--- config.mk ---
export PLATFORM = sky130hd
export DESIGN_NAME = neuron_tick_scheduler
export DESIGN_NICKNAME = d
export VERILOG_FILES = /design/src/rtl/snn_sched_pkg.sv /design/src/rtl/neuron_tick_scheduler_spike_collector.sv /design/src/rtl/neuron_tick_scheduler.sv
export SDC_FILE = /design/constraint.sdc
export NUM_CORES = 1
export LEC_CHECK = 0
export CELL_PAD_IN_SITES_DETAIL_PLACEMENT = 1
export CELL_PAD_IN_SITES_GLOBAL_PLACEMENT = 1
export CORE_ASPECT_RATIO = 1.1
export CORE_MARGIN = 2
export CORE_UTILIZATION = 45
export DETAILED_ROUTE_END_ITERATION = 12
export GPL_ROUTABILITY_DRIVEN = 0
export PLACE_DENSITY = 0.88
export REMOVE_ABC_BUFFERS = 1
export SYNTH_ARGS = -nofsm -noshare
export SYNTH_HDL_FRONTEND = slang
export SYNTH_SLANG_ARGS = --single-unit
--- constraint.sdc ---
create_clock -name wb_clk_i -period 3.7 [get_ports wb_clk_i]
set_input_delay 0.37 -clock wb_clk_i [delete_from_list [all_inputs] [get_ports wb_clk_i]]
set_output_delay 0.37 -clock wb_clk_i [all_outputs]
set_load 0.01 [all_outputs]
--- src/rtl/snn_sched_pkg.sv ---
// Shared types and default sizing for the neuron tick scheduler.
// Defaults: 256 neurons per core, 64-cycle handshake watchdog.
package snn_sched_pkg;

  typedef enum logic [2:0] {
    IDLE  = 3'd0,
    FETCH = 3'd1,
    CALC  = 3'd2,
    WAIT  = 3'd3,
    DONE  = 3'd4
  } sched_state_t;

  localparam int NUM_NEURONS_DEF = 256;
  localparam int TIMEOUT_CYC_DEF = 64;
  localparam int NEURON_W        = $clog2(NUM_NEURONS_DEF);
  localparam int TIMEOUT_W       = $clog2(TIMEOUT_CYC_DEF + 1);

  // A single-neuron core still needs a 1-bit index port.
  function automatic int idx_width(input int n);
    return (n > 1) ? $clog2(n) : 1;
  endfunction

endpackage

--- src/rtl/neuron_tick_scheduler_spike_collector.sv ---
// Working spike register for the tick in flight plus the published vector.
// Commit merges the same-cycle bit write so the last neuron lands in the output.
module spike_collector
  import snn_sched_pkg::*;
#(
  parameter int NUM_NEURONS = NUM_NEURONS_DEF,
  parameter int IDX_W       = idx_width(NUM_NEURONS)
) (
  input  logic                   clk_i,
  input  logic                   rst_i,
  input  logic                   clr_i,
  input  logic                   wr_en_i,
  input  logic [IDX_W-1:0]       wr_idx_i,
  input  logic                   wr_bit_i,
  input  logic                   commit_i,
  output logic [NUM_NEURONS-1:0] spikes_o
);

  logic [NUM_NEURONS-1:0] working_q, working_d;
  logic [NUM_NEURONS-1:0] spikes_q, spikes_d;
  logic [NUM_NEURONS-1:0] merged;

  always_comb begin
    merged = working_q;
    if (wr_en_i) begin
      merged[wr_idx_i] = wr_bit_i;
    end
    working_d = clr_i ? '0 : merged;
    spikes_d  = commit_i ? merged : spikes_q;
  end

  always_ff @(posedge clk_i) begin
    if (rst_i) begin
      working_q <= '0;
      spikes_q  <= '0;
    end else begin
      working_q <= working_d;
      spikes_q  <= spikes_d;
    end
  end

  assign spikes_o = spikes_q;

endmodule

--- src/rtl/neuron_tick_scheduler.sv ---
// Walks every neuron of a core once per tick: fetch params, strobe the update, collect the spike.
// Optional handshake watchdog enabled by defining SCHED_TIMEOUT_EN.
module neuron_tick_scheduler
  import snn_sched_pkg::*;
#(
  parameter  int NUM_NEURONS = NUM_NEURONS_DEF,
  parameter  int TIMEOUT_CYC = TIMEOUT_CYC_DEF,
  localparam int NW          = idx_width(NUM_NEURONS)
) (
  input  logic                   wb_clk_i,
  input  logic                   wb_rst_i,
  input  logic                   tick_i,
  output logic [NW-1:0]          neuron_idx_o,
  output logic                   param_req_o,
  input  logic                   param_ack_i,
  output logic                   enable_calc_o,
  input  logic                   calc_done_i,
  input  logic                   spike_i,
  output logic [NUM_NEURONS-1:0] spikes_o,
  output logic                   spikes_valid_o,
  output logic                   busy_o,
  output logic                   overrun_o,
  output logic                   timeout_o
);

  localparam logic [NW-1:0] LAST_IDX = NW'(NUM_NEURONS - 1);

  sched_state_t  state_q, state_d;
  logic [NW-1:0] idx_q, idx_d;
  logic          param_req_q, param_req_d;
  logic          enable_calc_q, enable_calc_d;
  logic          busy_q, busy_d;
  logic          spikes_valid_q, spikes_valid_d;
  logic          overrun_q, overrun_d;
  logic          kill_q, kill_d;

  logic          expire;
  logic          clr_work;
  logic          wr_en;
  logic          wr_bit;
  logic          commit;

  always_comb begin
    state_d   = state_q;
    idx_d     = idx_q;
    overrun_d = overrun_q | (tick_i && (state_q != IDLE));
    kill_d    = kill_q;
    clr_work  = 1'b0;
    wr_en     = 1'b0;
    wr_bit    = 1'b0;
    commit    = 1'b0;

    case (state_q)
      IDLE: begin
        if (tick_i) begin
          state_d  = FETCH;
          idx_d    = '0;
          clr_work = 1'b1;
        end
      end
      FETCH: begin
        if (param_ack_i) begin
          state_d = CALC;
        end else if (expire) begin
          // Parameters never arrived: run the update anyway but drop its spike.
          state_d = CALC;
          kill_d  = 1'b1;
        end
      end
      CALC: begin
        state_d = WAIT;
      end
      WAIT: begin
        if (calc_done_i || expire) begin
          wr_en  = 1'b1;
          wr_bit = calc_done_i && spike_i && !kill_q;
          if (idx_q == LAST_IDX) begin
            state_d = DONE;
            commit  = 1'b1;
          end else begin
            idx_d   = idx_q + 1'b1;
            state_d = FETCH;
          end
        end
      end
      DONE: begin
        state_d = IDLE;
      end
      default: begin
        state_d = IDLE;
      end
    endcase

    if (state_d == FETCH && state_q != FETCH) begin
      kill_d = 1'b0;
    end

    param_req_d    = (state_d == FETCH);
    enable_calc_d  = (state_d == CALC);
    busy_d         = (state_d == FETCH) || (state_d == CALC) || (state_d == WAIT);
    spikes_valid_d = (state_d == DONE);
  end

  always_ff @(posedge wb_clk_i) begin
    if (wb_rst_i) begin
      state_q        <= IDLE;
      idx_q          <= '0;
      param_req_q    <= 1'b0;
      enable_calc_q  <= 1'b0;
      busy_q         <= 1'b0;
      spikes_valid_q <= 1'b0;
      overrun_q      <= 1'b0;
      kill_q         <= 1'b0;
    end else begin
      state_q        <= state_d;
      idx_q          <= idx_d;
      param_req_q    <= param_req_d;
      enable_calc_q  <= enable_calc_d;
      busy_q         <= busy_d;
      spikes_valid_q <= spikes_valid_d;
      overrun_q      <= overrun_d;
      kill_q         <= kill_d;
    end
  end

`ifdef SCHED_TIMEOUT_EN
  localparam int CNT_W = $clog2(TIMEOUT_CYC + 1);

  logic [CNT_W-1:0] cnt_q, cnt_d;
  logic             timeout_q, timeout_d;

  // Counter restarts on every state entry, so each handshake gets a full window.
  assign expire = ((state_q == FETCH) || (state_q == WAIT)) &&
                  (cnt_q == CNT_W'(TIMEOUT_CYC - 1));

  always_comb begin
    cnt_d = '0;
    if ((state_d == state_q) && ((state_q == FETCH) || (state_q == WAIT))) begin
      cnt_d = cnt_q + 1'b1;
    end
    timeout_d = timeout_q |
                (expire && (((state_q == FETCH) && !param_ack_i) ||
                            ((state_q == WAIT) && !calc_done_i)));
  end

  always_ff @(posedge wb_clk_i) begin
    if (wb_rst_i) begin
      cnt_q     <= '0;
      timeout_q <= 1'b0;
    end else begin
      cnt_q     <= cnt_d;
      timeout_q <= timeout_d;
    end
  end

  assign timeout_o = timeout_q;
`else
  assign expire    = 1'b0;
  assign timeout_o = 1'b0;
`endif

  spike_collector #(
    .NUM_NEURONS (NUM_NEURONS),
    .IDX_W       (NW)
  ) u_collector (
    .clk_i    (wb_clk_i),
    .rst_i    (wb_rst_i),
    .clr_i    (clr_work),
    .wr_en_i  (wr_en),
    .wr_idx_i (idx_q),
    .wr_bit_i (wr_bit),
    .commit_i (commit),
    .spikes_o (spikes_o)
  );

  assign neuron_idx_o   = idx_q;
  assign param_req_o    = param_req_q;
  assign enable_calc_o  = enable_calc_q;
  assign busy_o         = busy_q;
  assign spikes_valid_o = spikes_valid_q;
  assign overrun_o      = overrun_q;

endmodule

==> results.py, run 1 <==
metrics = {
    "placement": {
        "placed_cell_area_um2": 23100,
        "dp_slack_ps": 592,
        "placed_cells": 2812,
        "dp_hpwl_mm": 43.9,
        "port_buffers": 274,
    },
    "critical_path": {
        "crit_path_max_fanout": 33,
        "arrival_ps": 3420,
        "critPathLaunchType": "flip-flop",
        "r2r-start": "neuron_idx_o[7]",
        "worstSetupPathType": "flip-flop to flip-flop",
        "required_ps": 4180,
        "reg2reg_slack_ps": 760,
        "r2r-end": "u_collector.working_q[177]",
        "reg2regPathDepth": 5,
        "critPathLaunch": "neuron_idx_o[7]",
        "worstSetupEndpointType": "flip-flop",
    },
    "pwr": {
        "peakVddDrop_mv": 0.350,
        "power_leakage_nw": 8.08,
        "p_per_area_nw_per_um2": 467,
        "total_power_mw": 11.6,
    },
    "clocking": {
        "clockBufferDepth": 3,
        "root_buffer": "clkbuf_16",
        "clkLatencyLatePin_ps": 620,
        "clock_sinks": 527,
        "cts_inserted_buffers": 52,
        "cts_max_level": 2,
        "cts_resized": 0,
        "ctsHoldBuffers": 0,
        "post_cts_buffers": 0,
        "path_clk_slew_ps": 60,
        "cts_tree": "yes",
    },
    "min_path": {
        "holdPathStages": 3,
        "hold_end": "u_collector.working_q[216]",
        "min_from": "spike_i",
        "hold_path.class": "primary input to flip-flop",
    },
    "detailed_routing": {
        "wirelength_mm": 73.4,
        "drt.antenna.violating_nets": 0,
        "drc": 0,
        "vias": 18400,
        "drt-wirelength-per-cell_um": 25.3,
        "first_iter_violations": 1518,
        "vias_per_cell": 6.33,
        "dr.pass1.iters": 5,
    },
    "layout": {
        "drive_gt1_share_pct": 7.23,
        "area_growth_pct": 23.2,
        "fin_area_um2": 24900,
        "nets": 2295,
        "finalNonFillerCells": 2907,
        "post-route-util_pct": 56.1,
    },
    "job": {
        "drv_cap": 0,
    },
    "synth": {
        "yosysWarningCount": 0,
        "netlist_area_um2": 20300,
        "ys_seq_area_share_pct": 52.1,
        "yosysTopAreaCell": "dfxtp_1",
        "yosysTopAreaCellShare_pct": 52.1,
        "synthDistinctLibCells": 54,
        "synth_area_leaders": "dfxtp_1 52%, a41oi_1 5.5%, a22o_1 5.4%",
        "synth_ff_type": "dfxtp_1",
        "syn_inst": 2175,
        "synth_area_per_cell_um2": 9.31,
        "synth_edf_count": 0,
        "synth_seq_cells": 527,
        "synthArstFlopShare_pct": 0,
    },
    "die": {
        "rows": 81,
        "initial_core_util_pct": 45.5,
        "dieWidth_um": 206,
        "die-area_um2": 46700,
        "coreArea_um2": 44500,
        "pin_count": 276,
        "die_h_um": 227,
    },
    "sta": {
        "setup_slack_ps": 758,
        "drv_slew": 0,
        "fin_setup_tns_ps": 0,
        "skew_ps": 33.1,
        "hold_viol": 0,
        "hold_ws_ps": 253,
        "setup_violations": 0,
        "rsz0062_at_grt": "false",
        "tightest_slew_ps": 1250,
        "slew_headroom_pct": 16.1,
        "fmax_mhz": 340,
        "finalCritPeriodShare_pct": 79.5,
        "period_minus_slack_ps": 2940,
    },
    "global_routing": {
        "grt_max_degree": 180,
        "grt_util_all_layers_pct": 30.8,
        "antenna_found_initial": 0,
        "overflow": 0,
        "grt_pass1_vias": 19300,
        "grt_first_pass_wirelength_mm": 112,
    },
    "outcome": {
        "status": "finished, final reports clean",
    },
}
## cell type report
class | instances | area [µm²]
antenna | 1 | 2.50
clock buffer | 73 | 1560
clock inverter | 21 | 274
fill | 4850 | 19500
inverter | 132 | 498
multi-input combinational | 1258 | 8120
sequential | 527 | 10600
tap | 581 | 727
timing repair buffer | 314 | 3210
## sequential cells by signal, summed over array words and instances (netlist names)
register / cells
spikes_valid_o: 1
u_collector.spikes_o: 256
state_q: 3
param_req_o: 1
neuron_idx_o: 8
overrun_o: 1
u_collector.working_q: 255
busy_o: 1
enable_calc_o: 1
## critical path, stage by stage (launching register included)
cell	delay [ps]
dfxtp_1	770
nor2b_4	1070
buf_4	350
a41oi_1	220
a31oi_1	340
nor2_1	80
## power by group
| part | switching (mW) | internal, mW |
|---|---|---|
| logic | 0.221 | 0.0539 |
| clock network | 2.33 | 3.36 |
| registers | 0.00880 | 5.68 |
| total | 2.56 | 9.09 |
## how the worst max path moves through the flow
stage	cells past startpoint	endpoint	slack, ps
after floorplan	4	u_collector.spikes_o[0]	-5840
final	5	u_collector.working_q[177]	760
after detailed placement	6	neuron_idx_o[5]	590
after CTS	5	u_collector.working_q[16]	790
after global routing	6	u_collector.spikes_o[49]	590
after global placement	6	neuron_idx_o[5]	680
## synthesized netlist by cell type, drive strengths merged, types with 9 or more instances
cell type    n
a211oi      11
nand3       51
o21ai       86
mux2i       13
clkbuf     127
nand2      103
dfxtp      527
a41oi      128
a31oi      123
nand4       23
inv        131
nand2b       9
o211ai      14
buf        131
a22o       126
o2bb2ai    111
a21oi      124
nor2       210
o31ai       44
## cell families (layout without fill, tap and decap cells)
logic type / count (synthesis) / count (layout) / synth area share, %
buffers and inverters: 390 / 540 / 8.23
and+or+nand+nor: 464 / 464 / 11.1
AOI/OAI and AO/OA: 773 / 773 / 27.6
muxes: 13 / 13 / 0.642
other: 1 / 2 / 0.0185
adders and majority gates: 4 / 4 / 0.247
DFF: 527 / 527 / 52.1
xor gates and xnor gates: 3 / 3 / 0.130
## metal layers
layer / vias up / part of all wire, % / global-route usage [%]
li1: 8184 / - / -
met3: 192 / 6.4 / 4.51
met1: 9210 / 40 / 37.8
met5: - / 0 / 0
met4: 0 / 4.1 / 14.6
met2: 825 / 49 / 52.8
## cell usage in the layout, fill, tap and decap left out, types with 6 or more instances in the layout
cell type	n
a31oi_1	123
mux2i_1	13
nor2_1	208
nor4_1	6
nand2_1	102
dfxtp_1	523
nand3_1	51
o21ai_0	86
a22o_1	126
nand4_1	23
clkinv_2	11
o2bb2ai_1	111
inv_1	131
clkbuf_16	54
a41oi_1	128
bufinv_16	6
o211ai_1	14
a211oi_1	11
nor3_1	7
clkbuf_8	14
a21oi_1	124
clkdlybuf4s50_1	273
nand2b_1	6
buf_4	27
o31ai_1	44
buf_12	13
No activity file was read; power rests on OpenSTA's default activity.
==> run 2, diff against run 1 <==
--- a/config.mk
+++ b/config.mk
@@ -9,10 +9,10 @@
 export CELL_PAD_IN_SITES_GLOBAL_PLACEMENT = 1
 export CORE_ASPECT_RATIO = 1.1
 export CORE_MARGIN = 2
-export CORE_UTILIZATION = 45
+export CORE_UTILIZATION = 38
 export DETAILED_ROUTE_END_ITERATION = 12
 export GPL_ROUTABILITY_DRIVEN = 0
-export PLACE_DENSITY = 0.88
+export PLACE_DENSITY = 0.8
 export REMOVE_ABC_BUFFERS = 1
 export SYNTH_ARGS = -nofsm -noshare
 export SYNTH_HDL_FRONTEND = slang
==> constraint.sdc (replaced) <==
create_clock -name wb_clk_i -period 2.7 [get_ports wb_clk_i]
set_input_delay 0.27 -clock wb_clk_i [delete_from_list [all_inputs] [get_ports wb_clk_i]]
set_output_delay 0.27 -clock wb_clk_i [all_outputs]
set_load 0.01 [all_outputs]
==> run 2 against run 1 <==
Clock power up 32%. Final cell count up 4.4%. Clock skew down 8.6 ps. Worst setup slack worse by 630 ps. Utilization down 7.7 points. Critical path type unchanged. Largest power group unchanged.
==> results.py, run 2 (synthesized netlist as in run 1, its figures left out) <==
metrics = {
    "sta": {
        "slew_headroom_pct": 45.2,
        "setup_violations": 0,
        "rsz0062_at_grt": "false",
        "hold_viol": 0,
        "tightest_slew_ps": 822,
        "period_minus_slack_ps": 2570,
        "skew_ps": 24.5,
        "fmax_mhz": 389,
        "drv_slew": 0,
        "setup_slack_ps": 131,
        "finalCritPeriodShare_pct": 95.1,
    },
    "clocking": {
        "clock_sinks": 527,
        "post_cts_buffers": 0,
        "cts_tree": "yes",
        "root_buffer": "clkbuf_16",
        "clkLatencyLatePin_ps": 600,
        "cts_max_level": 2,
        "ctsHoldBuffers": 0,
        "cts_inserted_buffers": 53,
        "cts_resized": 0,
        "clockBufferDepth": 3,
        "path_clk_slew_ps": 60,
    },
    "critical_path": {
        "arrival_ps": 3040,
        "crit_path_max_fanout": 134,
        "worstSetupEndpointType": "flip-flop",
        "critPathLaunchType": "flip-flop",
        "worstSetupPathType": "flip-flop to flip-flop",
        "required_ps": 3170,
    },
    "pwr": {
        "peakVddDrop_mv": 0.434,
        "total_power_mw": 15.7,
        "power_leakage_nw": 8.26,
        "p_per_area_nw_per_um2": 618,
    },
    "detailed_routing": {
        "top_layer": "met4",
        "dr.pass1.iters": 5,
        "vias_per_cell": 5.98,
        "drc": 0,
        "wirelength_mm": 72.7,
        "drt-wirelength-per-cell_um": 24.0,
        "vias": 18200,
        "wl_met1_mm": 30.1,
        "first_iter_violations": 1350,
        "drt.antenna.violating_nets": 0,
        "met2_length_mm": 35.8,
        "met3_length_mm": 3.99,
    },
    "outcome": {
        "status": "finished, final reports clean",
    },
    "die": {
        "rows": 88,
        "die-area_um2": 55200,
        "die_h_um": 246,
        "pin_count": 276,
        "initial_core_util_pct": 38.6,
        "dieWidth_um": 224,
        "coreArea_um2": 52500,
    },
    "placement": {
        "placed_cells": 2946,
        "dp_slack_ps": -167,
        "port_buffers": 274,
        "dp_hpwl_mm": 45.7,
    },
    "layout": {
        "regArea_um2": 10600,
        "finalNonFillerCells": 3036,
        "drive_gt1_share_pct": 8.60,
        "multi_input_area_um2": 8130,
        "final_cell_mix": "523 x dfxtp_1, 273 x clkdlybuf4s50_1, 207 x nor2_1, 131 x inv_1, 128 x a41oi_1",
        "area_growth_pct": 25.4,
        "largest_reg_flops": 256,
        "post-route-util_pct": 48.4,
        "nets": 2336,
        "layout.cells.most_common": "dfxtp_1",
        "diodes": 0,
        "nFillCells": 5780,
    },
    "global_routing": {
        "grt_pass1_vias": 18800,
        "grt_util_all_layers_pct": 25.6,
        "grt_first_pass_wirelength_mm": 111,
        "overflow": 0,
        "grt_max_degree": 135,
        "antenna_found_initial": 0,
    },
    "min_path": {
        "hold_path.class": "primary input to flip-flop",
    },
    "job": {
        "drv_cap": 0,
    },
}
-- run 2: cell count changes in the layout (fill, tap and decap cells not counted), moves of 2 or more --
cell,previous run,this run
buf_4,27,57
buf_12,13,23
clkbuf_8,14,8
clkinv_4,0,2
clkbuf_1,5,7
-- run 2: report_power, final --
group / internal, mW / leakage (nW) / switching (mW)
Clock: 4.38 / 0.860 / 3.14
Combinational: 0.0933 / 3.16 / 0.306
Sequential: 7.78 / 4.25 / 0.0117
-- run 2: final timing paths --
kind	from	endpoint	slack [ps]	cells after the start
hold / removal	spike_i	u_collector.spikes_o[255]	100	3
hold reg to reg	u_collector.working_q[111]	u_collector.spikes_o[111]	450	2
setup reg to reg	neuron_idx_o[6]	u_collector.spikes_o[146]	130	5
setup / recovery	neuron_idx_o[6]	u_collector.spikes_o[146]	130	5
-- run 2: worst max-delay path, stage by stage, from the launching register on --
cell	delay, ps
dfxtp_2	720
nand4_1	490
nor3_4	440
nor2_4	90
buf_12	240
a22o_1	340
-- run 2: per-stage QoR --
stage	TNS, ps	instance area (µm²)	hold WS [ps]
3_5_place_dp	-1570	23700	447
6_report	0	25400	103
4_1_cts	0	25400	75.6
5_1_grt	0	25400	118
3_3_place_gp	0	23700	449
2_1_floorplan	-2179180	19100	339
-- run 2: final cells by class --
type	count	share of cell area, %
multi-input cells	1258	32.0
clock inverters	22	1.09
inverters	132	1.96
well taps	675	3.33
clock buffers	68	5.76
repair buffers	354	14.3
flip-flops and latches	527	41.6
-- run 2: metal layers --
metal | global-route usage, % | up-vias
met1 | 31.5 | 9128
li1 | - | 8285
met2 | 44.5 | 598
met5 | 0 | -
met3 | 3.51 | 157
met4 | 11.5 | 0
==> run 3, diff against run 2 <==
--- a/config.mk
+++ b/config.mk
@@ -8,11 +8,11 @@
 export CELL_PAD_IN_SITES_DETAIL_PLACEMENT = 1
 export CELL_PAD_IN_SITES_GLOBAL_PLACEMENT = 1
 export CORE_ASPECT_RATIO = 1.1
-export CORE_MARGIN = 2
 export CORE_UTILIZATION = 38
 export DETAILED_ROUTE_END_ITERATION = 12
 export GPL_ROUTABILITY_DRIVEN = 0
 export PLACE_DENSITY = 0.8
+export RECOVER_POWER = 100
 export REMOVE_ABC_BUFFERS = 1
 export SYNTH_ARGS = -nofsm -noshare
 export SYNTH_HDL_FRONTEND = slang
==> run 3 against run 2 <==
Hold slack improved by 17 ps. Combinational power decreased by 6.8%. Sequential cell count unchanged. Clock power increased by 11%.
==> results.py, run 3 (synthesized netlist as in run 1, its figures left out) <==
metrics = {
    "clocking": {
        "cts_inserted_buffers": 54,
        "cts_max_level": 2,
        "path_clk_slew_ps": 60,
        "clockBufferDepth": 3,
        "clkLatencyLatePin_ps": 610,
        "root_buffer": "clkbuf_16",
        "ctsHoldBuffers": 0,
        "clock_sinks": 527,
        "cts_resized": 0,
        "cts_tree": "yes",
    },
    "global_routing": {
        "antenna_found_initial": 1,
        "grt_pass1_vias": 19000,
        "grt_first_pass_wirelength_mm": 112,
        "grt_max_degree": 114,
        "grt_util_all_layers_pct": 26.1,
        "overflow": 0,
    },
    "detailed_routing": {
        "drc": 0,
        "met2_length_mm": 35.5,
        "dr.pass1.iters": 7,
        "vias_per_cell": 6.06,
        "drt.antenna.violating_nets": 0,
        "top_layer": "met4",
        "first_iter_violations": 1503,
        "met3_length_mm": 4.56,
        "wirelength_mm": 72.6,
        "drt-wirelength-per-cell_um": 23.9,
        "vias": 18400,
        "wl_met1_mm": 29.9,
    },
    "layout": {
        "post-route-util_pct": 48.5,
        "layout.cells.most_common": "dfxtp_1",
        "final_cell_mix": "525 x dfxtp_1, 268 x dlygate4sd3_1, 208 x nor2_1, 131 x inv_1, 128 x a41oi_1",
        "nets": 2329,
        "largest_reg_flops": 256,
        "area_growth_pct": 25.8,
        "drive_gt1_share_pct": 8.38,
        "diodes": 0,
    },
    "die": {
        "initial_core_util_pct": 38.6,
        "pin_count": 276,
        "coreArea_um2": 52500,
        "dieWidth_um": 222,
        "die-area_um2": 54200,
        "die_h_um": 244,
        "rows": 88,
    },
    "critical_path": {
        "reg2regPathDepth": 7,
        "r2r-end": "u_collector.spikes_o[197]",
        "cp_num_buf_inv": 2,
        "worstSetupPathType": "flip-flop to primary output",
        "path_cells": "clkbuf_4 > clkdlybuf4s50_1",
        "r2r-start": "state_q[1]",
        "crit_path_max_fanout": 40,
        "reg2reg_slack_ps": 240,
        "arrival_ps": 2200,
        "critPathLaunchType": "flip-flop",
        "slowest_delay_ps": 670,
        "required_ps": 2430,
        "worstSetupEndpointType": "primary output",
        "cp_slowest_cell": "clkdlybuf4s50_1",
        "cp_top_family": "buffers and inverters",
    },
    "sta": {
        "fmax_mhz": 405,
        "finalCritPeriodShare_pct": 91.4,
        "setup_violations": 0,
        "setup_slack_ps": 232,
        "rsz0062_at_grt": "false",
        "skew_ps": 9.90,
        "drv_slew": 0,
        "hold_viol": 0,
        "slew_headroom_pct": 31.7,
        "tightest_slew_ps": 1020,
        "period_minus_slack_ps": 2470,
    },
    "min_path": {
        "hold_end": "u_collector.spikes_o[255]",
        "hold_path.class": "primary input to flip-flop",
        "min_from": "spike_i",
        "holdPathStages": 3,
    },
    "placement": {
        "port_buffers": 274,
        "dp_slack_ps": 1.12,
        "dp_hpwl_mm": 45.1,
    },
    "pwr": {
        "peakVddDrop_mv": 0.446,
        "power_leakage_nw": 9.24,
        "p_per_area_nw_per_um2": 649,
    },
    "outcome": {
        "status": "finished, final reports clean",
    },
    "job": {
        "drv_cap": 0,
    },
}
## run 3: what timing repair did
| action | in CTS | in global routing |
|---|---|---|
| endpoints found under the setup margin | 0 | 1 |
| buffers inserted | 0 | 0 |
| hold endpoints to repair | 0 | 0 |
## run 3: through the flow
step | hold WS (ps) | cell area (µm²) | instances | TNS, ps | power (mW)
floorplan | 339 | 19100 | 1917 | -2179180 | 8.13
global placement | 445 | 23600 | 2937 | 0 | 8.34
detailed placement | 446 | 23600 | 2937 | 0 | 8.35
CTS | 80.4 | 25600 | 3037 | 0 | 16.7
global route | 127 | 25500 | 3038 | 0 | 17.0
finish | 120 | 25500 | 3038 | 0 | 16.5
## run 3: worst min-delay path: cells and delay by family
family          cells  cell delay, ps
buf+inv             1             190
simple gates        1             110
compound gates      1              60
## run 3: cell type report
| class | instances | area (µm²) |
|---|---|---|
| clock inverters | 31 | 473 |
| flip-flops and latches | 527 | 10600 |
| repair buffers | 345 | 3490 |
| inverters | 132 | 498 |
| clock buffers | 69 | 1510 |
| fillers | 5792 | 27000 |
| well taps | 675 | 845 |
| multi-input cells | 1259 | 8110 |
## run 3: metal layers
metal	up-vias	GRT usage (%)
met5	-	0
met4	0	10.9
met3	178	4.55
met2	680	44.4
met1	9277	32.4
li1	8277	-
## run 3: power by group
part	internal, mW	leakage, nW	total, mW	switching, mW
Sequential	7.78	4.24	7.79	0.0116
Clock	5.10	0.970	8.37	3.27
Combinational	0.0699	4.03	0.372	0.302
## run 3: how the worst max path moves through the flow
stage / startpoint / to / slack [ps] / cells past startpoint
floorplan: neuron_idx_o[3] / u_collector.spikes_o[0] / -6840 / 4
global placement: calc_done_i / u_collector.spikes_o[218] / 120 / 6
detailed placement: calc_done_i / u_collector.spikes_o[110] / 1 / 6
CTS: state_q[2] / u_collector.spikes_o[110] / 160 / 5
global route: neuron_idx_o[6] / u_collector.spikes_o[192] / 100 / 6
finish: neuron_idx_o[5] / neuron_idx_o[5] / 230 / 2
